==> src/rtl/pippo_div_ctrl.sv <==
// pippo_div_ctrl: sequences RISC-V DIV/DIVU/REM/REMU ops through the
// pipelined 64/32 divider. Trivial cases (divide by zero, signed overflow,
// unsigned divisor >= 2^31) are answered in one cycle without the divider.
//
// Handshake: start is accepted only in IDLE with flush low. busy is high
// while the divider is in use (RUN/WAIT). done pulses for exactly one cycle
// when result becomes valid; result then holds until the next accepted op.
module pippo_div_ctrl #(
  parameter int DIV_LAT = 35,
  parameter int CNT_W   = 6
) (
  input  logic        clk,
  input  logic        rst,
  input  logic        start,
  input  logic [1:0]  op,
  input  logic [31:0] rs1,
  input  logic [31:0] rs2,
  input  logic        flush,
  output logic        busy,
  output logic        done,
  output logic [31:0] result,
  output logic        div_ena,
  output logic [63:0] div_z,
  output logic [31:0] div_d,
  input  logic [32:0] div_q,
  input  logic [32:0] div_s,
  input  logic        div_ovf,
  input  logic        div_div0
);

  typedef enum logic [1:0] {IDLE, RUN, WAIT, DONE} state_t;

  state_t             state, state_n;
  logic               busy_n, done_n, ena_n;
  logic [31:0]        result_n;
  logic [63:0]        z_n;
  logic [31:0]        d_n;
  logic [CNT_W-1:0]   cnt, cnt_n;
  logic [1:0]         op_q, op_n;

  // Classification of the incoming operation (op[0]=unsigned, op[1]=remainder)
  logic               is_signed, is_rem;
  logic               div_zero, sgn_ovf, big_div, bypass;
  logic               big_q;
  logic [31:0]        byp_q, byp_r;

  // Divider status flags and the quotient/remainder top bits carry no
  // information for 32-bit results.
  logic               unused;
  assign unused = ^{div_ovf, div_div0, div_q[32], div_s[32]};

  // Decide whether the op can be answered without the divider
  always_comb begin
    is_signed = ~op[0];
    is_rem    = op[1];
    div_zero  = (rs2 == 32'd0);
    sgn_ovf   = is_signed && (rs1 == 32'h8000_0000) && (rs2 == 32'hFFFF_FFFF);
    big_div   = !is_signed && rs2[31];
    bypass    = div_zero || sgn_ovf || big_div;
    big_q     = (rs1 >= rs2);
    byp_q     = 32'd0;
    byp_r     = 32'd0;
    if (div_zero) begin
      byp_q = 32'hFFFF_FFFF;
      byp_r = rs1;
    end else if (sgn_ovf) begin
      byp_q = 32'h8000_0000;
      byp_r = 32'd0;
    end else if (big_div) begin
      byp_q = {31'd0, big_q};
      byp_r = big_q ? (rs1 - rs2) : rs1;
    end
  end

  // Register state and all outputs
  always_ff @(posedge clk) begin
    if (rst) begin
      state   <= IDLE;
      busy    <= 1'b0;
      done    <= 1'b0;
      result  <= 32'd0;
      div_ena <= 1'b0;
      div_z   <= 64'd0;
      div_d   <= 32'd0;
      cnt     <= '0;
      op_q    <= 2'b00;
    end else begin
      state   <= state_n;
      busy    <= busy_n;
      done    <= done_n;
      result  <= result_n;
      div_ena <= ena_n;
      div_z   <= z_n;
      div_d   <= d_n;
      cnt     <= cnt_n;
      op_q    <= op_n;
    end
  end

  // Next-state and next-output logic; operands stay frozen while running so
  // the divider output can only reflect the current op.
  always_comb begin
    state_n  = state;
    busy_n   = busy;
    done_n   = 1'b0;
    result_n = result;
    ena_n    = div_ena;
    z_n      = div_z;
    d_n      = div_d;
    cnt_n    = cnt;
    op_n     = op_q;
    case (state)
      IDLE: begin
        if (start && !flush) begin
          op_n = op;
          if (bypass) begin
            result_n = is_rem ? byp_r : byp_q;
            done_n   = 1'b1;
            state_n  = DONE;
          end else begin
            z_n     = is_signed ? {{32{rs1[31]}}, rs1} : {32'd0, rs1};
            d_n     = rs2;
            cnt_n   = '0;
            ena_n   = 1'b1;
            busy_n  = 1'b1;
            state_n = RUN;
          end
        end
      end
      RUN: begin
        if (flush) begin
          ena_n   = 1'b0;
          busy_n  = 1'b0;
          state_n = IDLE;
        end else begin
          cnt_n = cnt + CNT_W'(1);
          if (cnt == CNT_W'(DIV_LAT - 1)) begin
            ena_n   = 1'b0;
            state_n = WAIT;
          end
        end
      end
      WAIT: begin
        if (flush) begin
          busy_n  = 1'b0;
          state_n = IDLE;
        end else begin
          result_n = op_q[1] ? div_s[31:0] : div_q[31:0];
          done_n   = 1'b1;
          busy_n   = 1'b0;
          state_n  = DONE;
        end
      end
      DONE: begin
        state_n = IDLE;
      end
      default: begin
        state_n = IDLE;
        busy_n  = 1'b0;
        ena_n   = 1'b0;
      end
    endcase
  end

endmodule
==> config.mk <==
export PLATFORM = sky130hd
export DESIGN_NAME = pippo_div_ctrl
export DESIGN_NICKNAME = d
export VERILOG_FILES = /design/src/rtl/pippo_div_ctrl.sv
export SDC_FILE = /design/constraint.sdc
export NUM_CORES = 1
export LEC_CHECK = 0
export CORE_ASPECT_RATIO = 0.5
export CORE_MARGIN = 2
export CORE_UTILIZATION = 42
export CTS_CLUSTER_SIZE = 40
export DETAILED_ROUTE_END_ITERATION = 10
export GPL_ROUTABILITY_DRIVEN = 0
export PLACE_DENSITY_LB_ADDON = 0.15
export SLEW_MARGIN = 0
export SYNTH_ARGS = -nofsm -noshare
export SYNTH_HDL_FRONTEND = slang
export SYNTH_SLANG_ARGS = --single-unit
==> constraint.sdc <==
create_clock -name clk -period 4.23 [get_ports clk]
set_clock_uncertainty 0.2 [all_clocks]
set_input_delay 0.846 -clock clk [delete_from_list [all_inputs] [get_ports clk]]
set_output_delay 0.846 -clock clk [all_outputs]
set_load 0.02 [all_outputs]
== Word-level counts from Yosys, hierarchy flattened ==
Index checks and enable logic that the tools add are counted.

* Add/subtract/negate cells: 2
* Magnitude comparators: 1
* Equal/unequal tests: 13
* Muxes and demuxes: 35
* Bitwise logic cells: 2
* Reductions and logical operators: 19

{| class="wikitable"
|+ Operators by type and width
! operator !! number
|-
| $mux W32 || 11
|-
| $eq A32 B32 Y1 const B || 2
|-
| $mux W64 || 1
|-
| $pmux W32 S2 || 1
|-
| $ge A32 B32 Y1 || 1
|-
| $logic_not A32 Y1 || 1
|-
| $sub A32 B32 Y32 || 1
|-
| $mux W6 || 3
|-
| $reduce_and A4 Y1 || 4
|-
| $ne A2 B2 Y1 const B || 6
|-
| $pmux W6 S2 || 1
|-
| $mux W2 || 5
|-
| $mux W1 || 9
|-
| $pmux W2 S4 || 1
|-
| $add A6 B1 Y6 const B || 1
|-
| $eq A6 B6 Y1 const B || 1
|-
| $eq A2 B2 Y1 const B || 2
|-
| $logic_and A1 B1 Y1 || 4
|-
| $pmux W1 S2 || 2
|-
| $reduce_and A2 Y1 || 2
|-
| $reduce_bool A2 Y1 || 2
|-
| $ne A3 B3 Y1 const B || 1
|-
| $pmux W1 S3 || 1
|-
| $reduce_and A3 Y1 || 1
|-
| other kinds (6) || 8
|}

* Register bits after elaboration: 141
* Output and inout bits: 131

== Depth between registers and ports, before layout ==
Gate-level depths: netlist of run 1.

* Depth in word-level cells: 9
* Mapped depth: 13

== Worst setup path after synthesis of run 1 ==
OpenSTA, ideal clock, no wires.

* Path type: input port to flip-flop
* From: input rs1[0]
* To: register result[20]
* Library setup time: 0.117 ns
* Arrival: 3.744 ns
* Data required time: 3.913 ns
* Slack: 0.168 ns
* Cell stages on the path: 12
* Path through: inv_1 -> ha_1 -> inv_1 -> fa_1 -> a211oi_1 -> nor2_1 -> o311ai_1 -> a21oi_1 -> o31ai_2 -> a21oi_2 -> a221o_1 -> a32o_1

* Word-level cells in the longest chain between the ends: 9

{| class="wikitable"
|+ RTL lines
! item !! line !! RTL
|-
| from (decl) || 16 || <nowiki>input logic [31:0] rs1,</nowiki>
|-
| $sub A32 B32 Y32, or another cell as far along || 71 || <nowiki>byp_r = big_q ? (rs1 - rs2) : rs1;</nowiki>
|-
| $mux W32 / $logic_and A1 B1 Y1 (equally long branches) || 71, 57 ||
|-
| $mux W32 / $logic_and A1 B1 Y1 (equally long branches) || 69, 57 ||
|-
| $mux W32 || 66 || <nowiki>end else if (sgn_ovf) begin</nowiki>
|-
| $mux W32 || 63 || <nowiki>if (div_zero) begin</nowiki>
|-
| $mux W32 || 117 || <nowiki>result_n = is_rem ? byp_r : byp_q;</nowiki>
|-
| $mux W32 || 116 || <nowiki>if (bypass) begin</nowiki>
|-
| $mux W32 || 114 || <nowiki>if (start && !flush) begin</nowiki>
|-
| $pmux W32 S2 || 112 || <nowiki>case (state)</nowiki>
|-
| to (signal assigned) || 91 || <nowiki>result <= result_n;</nowiki>
|-
| to (decl) || 21 || <nowiki>output logic [31:0] result,</nowiki>
|}

Several ways; a longest one is shown, not always the timed one. The select of a mux whose other input is x is not followed.
A chain may end at the register's enable or synchronous reset.

== Worst setup path after layout of run 1 ==
* From: input rs1[6]
* To: register result[13]

Same word-level chain as after synthesis.

==> impl_metrics.json, run 1 <==
{
  "status": "finished clean",
  "start_util_pct": 42.8,
  "slew_headroom_pct": 33.1,
  "critical_path_class": "in2reg",
  "htreeDepth": 3,
  "vias": 9257,
  "maxSlewViolCount": 0,
  "rr_worst_depth": 8,
  "holdBufCountCts": 0,
  "grt_pass1_vias": 8591,
  "synth_edf_count": 0,
  "synth_seq_cells": 109,
  "drv_cap": 0,
  "n_antenna_cell": 0,
  "pwr-share-seq_pct": 32.3,
  "worst_path_largest_cell_delay_ns": 0.62,
  "clock-sinks": 109,
  "path_buf_inv": 2,
  "crit_start": "rs1[6]",
  "syn2layout_area_growth_pct": 51.7,
  "hold_slack_ns": 0.271,
  "yosysWarnings": 0,
  "cpLargestDelayFamily": "simple AND/OR/NAND/NOR gates",
  "hp-class": "reg2reg",
  "min_period_ns": 4.14,
  "io_buffers": 264,
  "synthArstFlopShare_pct": 0,
  "finalWirelength_mm": 32.0,
  "synth_cell_type_count": 72,
  "dp.final_hpwl_mm": 26.2,
  "ys.flop_type": "dfxtp_1",
  "final_core_utilization_pct": 65.0,
  "clock_latency_ns": 0.35,
  "cpMaxStageDelayCell": "or4_4",
  "rows": 35,
  "r2r-start": "state[0]$_SDFFE_PP0P_",
  "worstPathMaxFanout": 17,
  "r2r_setup_slack_ns": 1.58,
  "hold_viol_final": 0,
  "path_depth": 10,
  "syn_area_um2": 7850,
  "coreArea_um2": 18300,
  "die_w_um": 197,
  "crit_chain": "clkdlybuf4s50_1 > nand4bb_1 > or4_1 > or4_4 > o211a_1 > a211oi_2 > buf_4 > nor2_1 > a311oi_1 > o31a_1",
  "cts_tree": "yes",
  "min_path_cells": 1,
  "powerDensity_nw_per_um2": 314,
  "numCtsBuffers": 9,
  "ant_nets": 0,
  "fin_nets": 1564,
  "die_height_um": 101,
  "crit_end": "result[13]$_SDFFE_PP0P_",
  "setup_viol": 0,
  "required_ns": 4.33,
  "clock.fmax_mhz": 242,
  "cp-end-kind": "flop",
  "dr.first_iter.drc_count": 768,
  "crit_path_start_kind": "input port",
  "ys_seq_area_share_pct": 27.8,
  "place_area_um2": 11600,
  "root_buffer": "clkbuf_16",
  "p_clk_share_pct": 22.0,
  "drc_errors": 0,
  "p_sw_mw": 1.39,
  "final_cell_area_um2": 11900,
  "ios": 269,
  "combPwrFrac_pct": 45.7,
  "clockBufferDepth": 2,
  "die_area_um2": 19900,
  "r2r_end": "result[13]$_SDFFE_PP0P_",
  "overflow": 0,
  "ir_drop_v": 0.000192,
  "p_int_mw": 2.35,
  "worst_slew_pin_slew_ns": 1.00,
  "synth_nets": 1210,
  "grt_use_total_pct": 31.7,
  "viasPerCell": 5.67,
  "syn_inst": 1034,
  "power_leakage_nw": 4.99,
  "postSynthAreaPerCell_um2": 7.60,
  "layout-drive-gt1-share_pct": 14.8,
  "first_pass_iters": 5,
  "clk_pin_slew_ns": 0.08,
  "grt_pass1_wl_mm": 48.0,
  "crit_arrival_ns": 4.23,
  "grt_max_degree": 52,
  "fin_crit_sh_pct": 97.8,
  "post_drt_wl_per_cell_um": 19.6,
  "grt_antenna_before_repair": 0,
  "sw_frac_of_total_pct": 37.1
}
## cell usage in the layout, fill, tap and decap left out, drive strengths merged, types with 15 or more instances in the layout
cell           count
a21o              18
nand2             59
nand3             22
inv               59
nand4             15
ha                37
a211oi            20
nor3              15
nor4              17
buf              172
o21ai             44
a21oi            126
clkdlybuf4s50    262
mux2i             56
nor2             157
dfxtp            109
## state kept, by name, indices dropped and copies added (netlist names)
signal,cells
busy,1
cnt,6
div_d,32
div_ena,1
div_z,33
done,1
op_q,1
result,32
state,2
## per-layer routing
| metal | part of all wire, % | GRT usage [%] | wire (µm) | vias to the layer above |
|---|---|---|---|---|
| met2 | 41 | 46.5 | 13000 | 464 |
| met1 | 46 | 44.8 | 14700 | 4334 |
| met5 | 0 | 0 | 0 | - |
| met4 | 0.91 | 4.80 | 291 | 0 |
| li1 | - | - | - | 4433 |
| met3 | 13 | 11.7 | 4080 | 26 |
## how the worst min path moves through the flow
stage                                       from                      to  slack (ns)
final                     result[4]$_SDFFE_PP0P_  result[4]$_SDFFE_PP0P_        0.27
after global routing      result[1]$_SDFFE_PP0P_  result[1]$_SDFFE_PP0P_        0.29
after CTS                 result[1]$_SDFFE_PP0P_  result[1]$_SDFFE_PP0P_        0.27
after detailed placement  result[1]$_SDFFE_PP0P_  result[1]$_SDFFE_PP0P_        0.26
after global placement    result[1]$_SDFFE_PP0P_  result[1]$_SDFFE_PP0P_        0.24
after floorplan              cnt[5]$_SDFFE_PP0P_     cnt[5]$_SDFFE_PP0P_        0.28
## logic make-up after synthesis
| logic type | count (synthesis) | share of synthesized area [%] |
|---|---|---|
| AND/OR/NAND/NOR | 343 | 20.5 |
| AO/OA/AOI/OAI | 315 | 26.5 |
| buffers and inverters | 150 | 9.22 |
| flip-flops | 109 | 27.8 |
| multiplexers | 58 | 7.42 |
| adder cells (fa/ha/maj) | 38 | 6.15 |
| XOR/XNOR | 21 | 2.34 |
## Yosys cell counts, types with 4 or more instances
cell type,instances,area [µm²]
buf_2,9,45.0
a221oi_1,12,105
buf_6,4,45.0
nor4_1,17,106
nand3b_1,6,45.0
nor2_1,157,589
or2_2,4,25.0
and2_1,9,56.3
buf_4,32,240
a31oi_1,6,37.5
xor2_1,11,96.3
o21bai_1,4,30.0
nand4_1,15,93.8
o31ai_1,6,45.0
ha_1,37,463
clkbuf_1,43,161
nand3_1,22,110
nor2b_1,8,50.1
nand2_1,58,218
dfxtp_1,109,2180
a311oi_1,12,105
inv_1,58,218
o211ai_1,6,45.0
mux2i_1,56,561
o31a_1,9,78.8
buf_1,4,15.0
a221o_1,6,60.1
a21oi_1,125,626
nor3_1,15,75.1
a211oi_1,19,143
o211a_1,4,40.0
nand2b_1,7,43.8
a21o_1,18,135
and3_1,8,50.1
xnor2_1,10,87.6
a22oi_1,5,37.5
a32o_1,7,70.1
o21a_1,5,37.5
o21ai_0,43,215
## worst register-to-register path, stage by stage (launching register included)
cell and delay, ns:
dfxtp_1 0.32, inv_1 0.11, ha_1 0.53, a21oi_1 0.25
a211oi_2 0.34, buf_4 0.29, nor2_1 0.06, a311oi_1 0.30
o31a_1 0.20
## per-stage QoR
step | power [mW] | cells | setup slack (ns) | TNS, ns
after global routing | 3.92 | 1632 | -0.00293 | -0.00293
final | 3.74 | 1632 | 0.0945 | 0
after floorplan | 2.13 | 1034 | 0.168 | 0
after global placement | 2.87 | 1614 | -0.347 | -7.66
after CTS | 3.72 | 1629 | 0.0151 | 0
after detailed placement | 2.90 | 1614 | -0.381 | -8.33
## area by class of cell
class / count / area (µm²)
Clock buffer: 13 / 260
Clock inverter: 2 / 17.5
Fill cell: 1601 / 6430
Inverter: 58 / 218
Multi-Input combinational cell: 775 / 4980
Sequential cell: 109 / 2180
Tap cell: 240 / 300
Timing Repair Buffer: 435 / 3960
## repair_timing
item | in CTS | in global routing
endpoints found under the setup margin | 1 | 30
resized for setup | 0 | 8
buffers inserted | 0 | 3
pin swaps | 1 | 3
## power by group through the flow
stage	clock [mW]	sequential [mW]	combinational (mW)
after global routing	0.872	1.22	1.83
final	0.823	1.21	1.71
after global placement	0	1.23	1.64
after detailed placement	0	1.23	1.67
after CTS	0.837	1.21	1.68
after floorplan	0	1.32	0.811
(Power assumes the default switching activity.)
==> inputs of run 2 (changes only) <==
- CORE_MARGIN: 2 -> 3
==> run 2 against run 1 <==
  * Final cell count fell by 1.4%
  * Via count fell by 1.0%
  * Non-clock buffer count fell by 18
  * Critical path type unchanged
  * Largest cell class unchanged
==> impl_metrics.json, run 2 (same netlist as run 1, synthesis figures left out) <==
{
  "root_buffer": "clkbuf_16",
  "cp-end-kind": "flop",
  "hp-class": "reg2reg",
  "crit_path_start_kind": "input port",
  "place_ws_ns": -0.332,
  "crit_chain": "clkdlybuf4s50_1 > ha_2 > inv_1 > fa_1 > a211oi_1 > nor2_1 > o311ai_1 > buf_4 > a21oi_1 > o31ai_2 > a21oi_4 > a221o_1 > a32o_1",
  "final_cell_area_um2": 11800,
  "start_util_pct": 44.1,
  "n_antenna_cell": 0,
  "grt_antenna_before_repair": 0,
  "status": "finished clean",
  "fin_nets": 1546,
  "holdPathEnd": "result[5]$_SDFFE_PP0P_",
  "setup_viol": 0,
  "die_area_um2": 20500,
  "io_buffers": 264,
  "clock_latency_ns": 0.35,
  "p_total_mw": 3.76,
  "r2r-start": "state[0]$_SDFFE_PP0P_",
  "grt_setup_unrepaired": "no",
  "die_w_um": 199,
  "power_leakage_nw": 4.91,
  "required_ns": 4.27,
  "largest_register": "div_z",
  "ant_nets": 0,
  "hold_viol_final": 0,
  "cpMaxStageDelayCell": "clkdlybuf4s50_1",
  "setup_slack_ns": 0.118,
  "grt_use_total_pct": 30.5,
  "worst_slew_pin_slew_ns": 0.998,
  "cts_tree": "yes",
  "clock-sinks": 109,
  "critical_path_class": "in2reg",
  "finalWirelength_mm": 32.4,
  "clk_pin_slew_ns": 0.08,
  "ir_drop_v": 0.000214,
  "hp-start": "result[5]$_SDFFE_PP0P_",
  "grt_max_degree": 56,
  "die_height_um": 103,
  "worstPathMaxFanout": 13,
  "grt_pass1_wl_mm": 47.8,
  "post_drt_wl_per_cell_um": 20.1,
  "drv_cap": 0,
  "rows": 34,
  "reg_top3": "div_z: 33 flops, div_d: 32 flops, result: 32 flops",
  "coreArea_um2": 17800,
  "min_period_ns": 4.11,
  "clockBufferDepth": 2,
  "vias": 9162,
  "maxSlewViolCount": 0,
  "grt_pass1_vias": 8452,
  "place_area_um2": 11500,
  "largest_register_ffs": 33,
  "dr.first_iter.drc_count": 876,
  "overflow": 0,
  "crit_arrival_ns": 4.16,
  "final_core_utilization_pct": 66.2,
  "first_pass_iters": 5,
  "syn2layout_area_growth_pct": 50.2,
  "fin_crit_sh_pct": 97.2,
  "layout-drive-gt1-share_pct": 14.0,
  "rr_worst_depth": 7,
  "dp.final_hpwl_mm": 26.3,
  "drc_errors": 0,
  "ios": 269,
  "slew_headroom_pct": 33.5,
  "clock.fmax_mhz": 243,
  "r2r_end": "result[20]$_SDFFE_PP0P_",
  "final_cell_mix": "clkdlybuf4s50_1 (263), nor2_1 (157), buf_4 (151), a21oi_1 (125), dfxtp_1 (108)",
  "min_path_cells": 1,
  "htreeDepth": 3,
  "numCtsBuffers": 9,
  "powerDensity_nw_per_um2": 319,
  "viasPerCell": 5.69,
  "r2r_setup_slack_ns": 1.30,
  "worst_path_largest_cell_delay_ns": 0.53,
  "layout_commonest_cell": "clkdlybuf4s50_1"
}
-- run 2: repair_timing --
| item | CTS | global route |
|---|---|---|
| hold buffers | 0 | 0 |
| setup buffers | 0 | 1 |
| gates resized for setup | 0 | 6 |
| setup endpoints to repair | 0 | 13 |
-- run 2: layer usage --
metal	track usage, %	part of all wire [%]	wire length, µm
met4	4.98	1.2	404
met5	0	0	0
met1	44.2	46	14800
met3	11.6	13	4170
met2	43.7	40	13000
-- run 2: power by group --
| part | total [mW] | internal [mW] | switching [mW] |
|---|---|---|---|
| clock network | 0.849 | 0.422 | 0.427 |
| registers | 1.21 | 1.13 | 0.0795 |
| logic | 1.70 | 0.789 | 0.914 |
| total | 3.76 | 2.34 | 1.42 |
-- run 2: worst max-delay path by stage --
stage	start	to	depth (start not counted)
2_1_floorplan	rs1[0]	result[20]$_SDFFE_PP0P_	12
3_3_place_gp	rs2[0]	result[1]$_SDFFE_PP0P_	14
3_5_place_dp	rs2[0]	result[1]$_SDFFE_PP0P_	14
4_1_cts	rs2[0]	result[1]$_SDFFE_PP0P_	14
5_1_grt	rs2[0]	result[20]$_SDFFE_PP0P_	13
6_report	rs2[0]	result[20]$_SDFFE_PP0P_	13
-- run 2: worst max-delay path: cells and delay by family --
kind | cells | cell delay (ns)
AND/OR/NAND/NOR | 1 | 0.10
AO/OA/AOI/OAI | 7 | 1.87
adder cells (fa/ha/maj) | 2 | 0.58
buffers and inverters | 3 | 0.75
-- run 2: per-stage QoR --
step	cells	setup TNS, ns	hold WS, ns
2_1_floorplan	1034	0	0.279
3_3_place_gp	1592	-5.61	0.252
3_5_place_dp	1592	-5.84	0.264
4_1_cts	1608	0	0.282
5_1_grt	1609	0	0.307
6_report	1609	0	0.277
-- run 2: area by class of cell --
cell class / instances / area, µm²
repair buffers: 417 / 3830
clock inverters: 6 / 45.0
well taps: 234 / 293
inverters: 58 / 218
fillers: 1518 / 6030
flip-flops and latches: 109 / 2180
clock buffers: 10 / 239
multi-input cells: 775 / 4990
==> RTL change, RTL diff (settings of run 1) <==
Reset style: asynchronous (`rst`), changed in one clocked block.
--- a/src/rtl/pippo_div_ctrl.sv
+++ b/src/rtl/pippo_div_ctrl.sv
@@ -74,5 +74,5 @@
 
   // Register state and all outputs
-  always_ff @(posedge clk) begin
+  always_ff @(posedge clk or posedge rst) begin
     if (rst) begin
       state   <= IDLE;
Behaviour: differs if rst is asserted again (counterexample within 4 cycles, from zero or initial values and one cycle with rst high); with rst held inactive, the same outputs for 4 cycles.
==> RTL change against run 1 <==
- count of clock-buffer cells in the layout shrank 1
- sequential cell count is the same
- synthesized area decreased by 1.6%
- setup slack improved by 0.11 ns
- design area down 5.1%
- wire length shrank 16%
- first-iteration DRC count is 22% lower
- critical endpoint is now result[30]
Power is not compared: it rests on default switching activity, and its combinational part moved more than twofold at a synthesized area within 25%.
==> RTL change: results (changes against run 1) <==
- HP Start: div_d[20]
- FF-to-FF End: result[8]
- Setup crit start: rs2[17]
- Worst-margin pin slew: 0.956 ns (-0.0481 ns)
- Met2 Usage GRT: 43.1% (-3.4 points)
- Avg Vias per Cell: 5.65 (-0.35%)
- First-pass GRT wire length: 41.7 mm (-13%)
- Hold Slack: 0.283 ns (+0.0128 ns)
- Dpl hpwl: 22.1 mm (-16%)
- Seq/Total Area, Yosys: 35.3% (+7.5 points)
- Largest delay share family, worst path: compound AO/OA/AOI/OAI gates
- Ys async rst share: 100% (+100 points)
- Worst path max stage delay: 0.55 ns (-0.07 ns)
- Met2 WL post-DR: 11.9 mm (-8.4%)
- Status: complete, no violations
- Clock Tree Root: clkbuf_16
- Metal3 WL: 2.06 mm (-50%)
- Layout fillers: 1,609 (+0.50%)
- Ratio of cells with drive above 1 in the final layout: 14.6% (-0.23 points)
- Nets: 1,324 (-15%)
- Hold Path Cell Cnt: 2 (+1)
- Reg2reg path depth: 9 (+1)
- Initial DRC Count: 600 (-22%)
- WL met1: 12.6 mm (-14%)
- Hold Path Sink: div_d[20]
- Commonest cells post-synth: dfrtp_1, nand2_1, o21ai_0
- Post-synth net total: 1,034 (-15%)
- FF-to-FF setup slack: 1.41 ns (-0.17 ns)
- Distinct cells, synth: 70 (-2.8%)
- All-Layer GR Usage: 27.5% (-4.2 points)
- RR Startpoint: state[0]
- Critical Path Sink: result[30]
- Drt total wl: 26.9 mm (-16%)
- Synth area leaders: dfrtp_1, ha_1, mux2i_1, mux2_2, o21ai_0
- Critical Path AT: 4.12 ns (-0.11 ns)
- GR Layer Usage met3: 6.32% (-5.4 points)
- Met1 Resource Use GR: 39.1% (-5.8 points)
[RTL change: metrics by stage]
step                cells  instance area [um^2]  setup WS, ns  setup TNS (ns)
finish               1393                 11300         0.207               0
global placement     1377                 11000       -0.0201         -0.0201
floorplan             858                  7730         0.310               0
global route         1393                 11300        0.0609               0
CTS                  1393                 11300         0.279               0
detailed placement   1377                 11000       -0.0920          -0.286
[RTL change: kinds of logic (layout without fill, tap and decap cells)]
kind of cell	count (synthesis)	after routing	synth area share, %
AOI/OAI and AO/OA	246	246	22.1
xor gates and xnor gates	25	25	2.83
adders and majority gates	38	38	6.25
buffers and inverters	125	420	8.03
DFF	109	109	35.3
muxes	73	73	10.0
and+or+nand+nor	242	242	15.5
[RTL change: cell type report]
cell class,instances,area (um^2),area share [%]
Clock buffer,12,246,2.18
Clock inverter,4,47.5,0.420
Tap cell,240,300,2.66
Timing Repair Buffer,355,3400,30.1
Multi-Input combinational cell,624,4400,38.9
Inverter,49,186,1.65
Sequential cell,109,2730,24.1
